==> src/rtl/adder5_accum_sched.sv <==
// Sequencer that sums up to p_max_terms unsigned terms by time-sharing one 5-input adder
// over groups of five fetched from an external memory. The accumulator saturates.

module adder_5in #(
    parameter int unsigned p_width = 16
) (
    input  logic [5*p_width-1:0] terms,
    output logic [p_width+2:0]   sum
);

    always_comb begin
        sum = '0;
        for (int k = 0; k < 5; k++) begin
            sum = sum + (p_width + 3)'(terms[k*p_width +: p_width]);
        end
    end

endmodule

module adder5_accum_sched #(
    parameter int unsigned p_width     = 16,
    parameter int unsigned p_max_terms = 64,
    parameter int unsigned p_cnt_w     = 7,
    parameter int unsigned p_acc_w     = 24,
    parameter int unsigned p_addr_w    = 4
) (
    input  logic                   i_clk,
    input  logic                   i_rst_n,
    input  logic                   i_start,
    input  logic [p_cnt_w-1:0]     i_num_terms,
    output logic                   o_busy,
    output logic                   o_rd_en,
    output logic [p_addr_w-1:0]    o_rd_addr,
    input  logic [5*p_width-1:0]   i_rd_data,
    input  logic                   i_rd_valid,
    output logic [p_acc_w-1:0]     o_sum,
    output logic                   o_sat,
    output logic                   o_valid,
    input  logic                   i_ready
);

    typedef enum logic [2:0] {StIdle, StFetch, StWait, StAcc, StDone} state_e;

    localparam int unsigned SumW = p_width + 3;
    localparam logic [p_cnt_w-1:0] MaxTerms = p_cnt_w'(p_max_terms);
    localparam logic [p_cnt_w-1:0] Five     = p_cnt_w'(5);

    state_e                 state_q, state_d;
    logic [p_acc_w-1:0]     acc_q, acc_d;
    logic                   sat_q, sat_d;
    logic [p_cnt_w-1:0]     rem_q, rem_d;
    logic [p_addr_w-1:0]    group_q, group_d;
    logic [5*p_width-1:0]   lanes_q, lanes_d;

    logic [p_cnt_w-1:0]     n_eff;
    logic [SumW-1:0]        add_sum;
    logic [p_acc_w:0]       acc_sum;

    adder_5in #(
        .p_width (p_width)
    ) u_adder (
        .terms (lanes_q),
        .sum   (add_sum)
    );

    always_comb begin
        n_eff   = (i_num_terms > MaxTerms) ? MaxTerms : i_num_terms;
        // One spare bit above the accumulator catches overflow for saturation.
        acc_sum = {1'b0, acc_q} + {{(p_acc_w + 1 - SumW){1'b0}}, add_sum};
    end

    always_comb begin
        state_d = state_q;
        acc_d   = acc_q;
        sat_d   = sat_q;
        rem_d   = rem_q;
        group_d = group_q;
        lanes_d = lanes_q;

        case (state_q)
            StIdle: begin
                if (i_start) begin
                    acc_d   = '0;
                    sat_d   = 1'b0;
                    group_d = '0;
                    rem_d   = n_eff;
                    state_d = (n_eff == '0) ? StDone : StFetch;
                end
            end
            StFetch: state_d = StWait;
            StWait: begin
                if (i_rd_valid) begin
                    lanes_d = i_rd_data;
                    // Lanes beyond the remaining term count belong to no term of this job.
                    for (int k = 0; k < 5; k++) begin
                        if (p_cnt_w'(k) >= rem_q) begin
                            lanes_d[k*p_width +: p_width] = '0;
                        end
                    end
                    state_d = StAcc;
                end
            end
            StAcc: begin
                if (sat_q || acc_sum[p_acc_w]) begin
                    acc_d = '1;
                    sat_d = 1'b1;
                end else begin
                    acc_d = acc_sum[p_acc_w-1:0];
                end
                rem_d   = (rem_q > Five) ? (rem_q - Five) : '0;
                group_d = group_q + p_addr_w'(1);
                state_d = (rem_q <= Five) ? StDone : StFetch;
            end
            StDone: begin
                if (i_ready) begin
                    state_d = StIdle;
                end
            end
            default: state_d = StIdle;
        endcase
    end

    always_ff @(posedge i_clk or negedge i_rst_n) begin
        if (!i_rst_n) begin
            state_q <= StIdle;
            acc_q   <= '0;
            sat_q   <= 1'b0;
            rem_q   <= '0;
            group_q <= '0;
            lanes_q <= '0;
        end else begin
            state_q <= state_d;
            acc_q   <= acc_d;
            sat_q   <= sat_d;
            rem_q   <= rem_d;
            group_q <= group_d;
            lanes_q <= lanes_d;
        end
    end

    assign o_busy    = (state_q != StIdle);
    assign o_rd_en   = (state_q == StFetch);
    assign o_rd_addr = group_q;
    assign o_valid   = (state_q == StDone);
    assign o_sum     = acc_q;
    assign o_sat     = sat_q;

endmodule

==> config.mk <==
export PLATFORM = sky130hd
export DESIGN_NAME = adder5_accum_sched
export DESIGN_NICKNAME = d
export VERILOG_FILES = /design/src/rtl/adder5_accum_sched.sv
export SDC_FILE = /design/constraint.sdc
export NUM_CORES = 1
export LEC_CHECK = 0
export CAP_MARGIN = 10
export CORE_ASPECT_RATIO = 0.5
export CORE_MARGIN = 1
export CORE_UTILIZATION = 45
export DETAILED_ROUTE_END_ITERATION = 8
export DONT_BUFFER_PORTS = 1
export HOLD_SLACK_MARGIN = 0.15
export PLACE_DENSITY = 0.57
export RECOVER_POWER = 25
export SETUP_SLACK_MARGIN = 0.05
export SLEW_MARGIN = 40
export SYNTH_ARGS = -nofsm -noshare
export SYNTH_HDL_FRONTEND = slang
export SYNTH_SLANG_ARGS = --single-unit
==> constraint.sdc <==
create_clock -name i_clk -period 9.2 [get_ports i_clk]
set_input_delay 0.92 -clock i_clk [delete_from_list [all_inputs] [get_ports i_clk]]
set_output_delay 0.92 -clock i_clk [all_outputs]
set_load 0.01 [all_outputs]
==> impl_metrics.env <==
export IMPL_rows=34
export IMPL_tns_ns=0
export IMPL_clk_pin_slew_worst_paths_ns=0.07
export IMPL_synth_top_cell_area_share_pct=36.6
export IMPL_synth_xor_area_share_pct=4.63
export IMPL_syn2layout_area_growth_pct=10.5
export IMPL_synth_mux_area_share_pct=0.246
export IMPL_vias_per_cell=5.63
export IMPL_hold_path_class="primary input to async pin"
export IMPL_final_util_pct=51.3
export IMPL_post_drt_wl_per_cell_um=18.0
export IMPL_dr_pass1_iters=4
export IMPL_clock_path_buffers=2
export IMPL_drc=0
export IMPL_antenna_left=0
export IMPL_core_area_um2=17500
export IMPL_slowest_stage="a221oi_4"
export IMPL_cts_resized=0
export IMPL_synth_enable_flop_cells=0
export IMPL_grt_max_degree=120
export IMPL_drv_cap=0
export IMPL_synthFlopType="dfrtp_1"
export IMPL_drt_iter0_markers=316
export IMPL_fin_crit_ns=7.23
export IMPL_hpwl_um=14700
export IMPL_nNetsFinal=1043
export IMPL_synth_area_per_cell_um2=9.47
export IMPL_cts_sinks=119
export IMPL_post_cts_buffers=0
export IMPL_maxSlewHeadroom_pct=51.6
export IMPL_clockRootBuffer="clkbuf_16"
export IMPL_placed_cell_area_um2=8370
export IMPL_hold_viol_final=0
export IMPL_cts_tree="done"
export IMPL_htreeDepth=4
export IMPL_finalSetupViolCount=0
export IMPL_wl_um=19900
export IMPL_yosys_area_share_adder_pct=17.4
export IMPL_grt_pass1_vias=6155
export IMPL_fin_crit_sh_pct=78.6
export IMPL_max_clock_freq_mhz=138
export IMPL_die_area_um2=18600
export IMPL_synthDistinctLibCells=72
export IMPL_final_cell_area_um2=8990
export IMPL_vias=6220
export IMPL_grt_overflow_total=0
export IMPL_fin_cells=1105
export IMPL_startpoint_type="register"
export IMPL_num_antenna_cells=0
export IMPL_cts_hold_buffers=0
export IMPL_crit_top_cell="o21a_1"
export IMPL_yosysSeqAreaShare_pct=36.6
export IMPL_synth_compound_area_share_pct=23.4
export IMPL_status="finished, final reports clean"
export IMPL_place_inst=1072
export IMPL_crit_type="register to register"
export IMPL_gp_congestion=0.888
export IMPL_boundaryPins=124
export IMPL_fin_skew_ns=0.0119
export IMPL_synthesis_area_um2=8130
export IMPL_synth_cells=859
export IMPL_cts_buffers=17
export IMPL_grt_antenna_before_repair=0
export IMPL_clk_latency_ns=0.43
export IMPL_die_x_um=192
export IMPL_port_buffers=0
export IMPL_rsz0062_at_grt="no"
export IMPL_initial_core_util_pct=46.4
export IMPL_worst_slew_pin_slew_ns=0.726
export IMPL_num_fill_cells=1585
export IMPL_die_y_um=97.1
export IMPL_cp_max_fo=13
export IMPL_cp_arrival_ns=7.54
export IMPL_synth_top_family_by_area="compound AO/OA/AOI/OAI gates"
export IMPL_grt_pass1_wl_um=32300
export IMPL_synth_largest_area_cell="dfrtp_1"
export IMPL_ys_top_cells_by_area="dfrtp_1, ha_1, fa_1"
export IMPL_synth_nets=1044
export IMPL_ys_warn_count=0
export IMPL_slowest_delay_ns=0.58
export IMPL_synth_most_common_cell="dfrtp_1"
export IMPL_end_kind="register"
export IMPL_crit_required_ns=9.51
export IMPL_slew_viol_final=0
export IMPL_synthSimpleGateAreaFrac_pct=11.5
export IMPL_ys_top_cells_by_count="dfrtp_1, inv_1, nand2_1"
export IMPL_drive_gt1_share_pct=7.12
export IMPL_grt_util_all_layers_pct=22.4
export IMPL_synth_async_reset_ratio_pct=100
export IMPL_synth_seq_cells=119
final cells by class:
cell class                 instances  area, µm²  share of cell area [%]
timing repair buffer              11       86.3                   0.961
tap                              234        293                    3.26
multi-input combinational        611       4670                    52.0
clock inverter                    14        164                    1.82
sequential                       119       2980                    33.1
clock buffer                      18        429                    4.78
inverter                          98        368                    4.09
logic make-up after synthesis:
group                    Yosys count
flip-flops                       119
XOR/XNOR                          43
AND/OR/NAND/NOR                  192
adder cells (fa/ha/maj)           93
multiplexers                       2
buffers and inverters            129
AO/OA/AOI/OAI                    281
flip-flops by register name, indices dropped and copies added, names as in the netlist:
name,flops
o_sum,24
o_rd_addr,4
lanes_q,80
state_q,3
o_sat,1
rem_q,7
per-stage QoR:
step,hold slack (ns),setup slack [ns]
2_1_floorplan,0.461,3.03
3_3_place_gp,0.492,1.99
3_5_place_dp,0.500,1.84
4_1_cts,0.167,1.79
5_1_grt,0.166,1.51
6_report,0.191,1.97
critical path: cells and delay by family (launching register included):
| kind | cells | cell delay (ns) |
|---|---|---|
| xor+xnor | 1 | 0.14 |
| fa+ha+maj | 6 | 2.37 |
| compound gates | 12 | 2.84 |
| mux | 1 | 0.14 |
| buf+inv | 4 | 0.47 |
| flops | 1 | 0.36 |
| simple gates | 6 | 0.80 |
layout by cell type, fill, tap and decap left out, drive strengths merged, types with 3 or more instances in the layout:
cell type,instances
nand3,9
a21o,30
o21ai,54
a22o,47
nor2,41
o21bai,6
or2,7
nand2,75
o22ai,8
xor2,12
o211ai,5
fa,34
inv,105
buf,11
ha,59
clkinvlp,3
a221oi,5
nand3b,4
nor4,3
clkbuf,18
a21oi,70
xnor2,31
and3,5
nor3,11
a31o,5
nand4,5
a311oi,3
o31ai,5
a31oi,13
and2,5
nand2b,4
or3,5
dfrtp,119
o21a,9
nor2b,4
path summary, 6_finish.rpt:
check                                        startpoint                 endpoint  slack [ns]  cells after the start
worst min register to register  lanes_q[11]$_DFFE_PN0P_  lanes_q[11]$_DFFE_PN0P_        0.51                      1
worst max-delay path            lanes_q[16]$_DFFE_PN0P_    o_sum[23]$_DFFE_PN0P_        1.97                     30
worst min-delay path                            i_rst_n   state_q[2]$_DFFE_PN0P_        0.19                      0
worst max register to register  lanes_q[16]$_DFFE_PN0P_    o_sum[23]$_DFFE_PN0P_        1.97                     30
min in group i_clk              lanes_q[11]$_DFFE_PN0P_  lanes_q[11]$_DFFE_PN0P_        0.51                      1
max in group asynchronous                       i_rst_n  lanes_q[24]$_DFFE_PN0P_        8.81                      0
layer usage:
| layer | wire (µm) | vias to the layer above | global-route usage, % |
|---|---|---|---|
| met1 | 10300 | 3014 | 33.7 |
| met5 | 0 | - | 0 |
| met2 | 7930 | 138 | 30.2 |
| met4 | 148 | 0 | 5.33 |
| met3 | 1540 | 16 | 8.09 |
| li1 | - | 3052 | - |
Power is left out: the tool's default activity adds up to more than one toggle a clock period on the data nets, which glitch-free logic cannot reach.
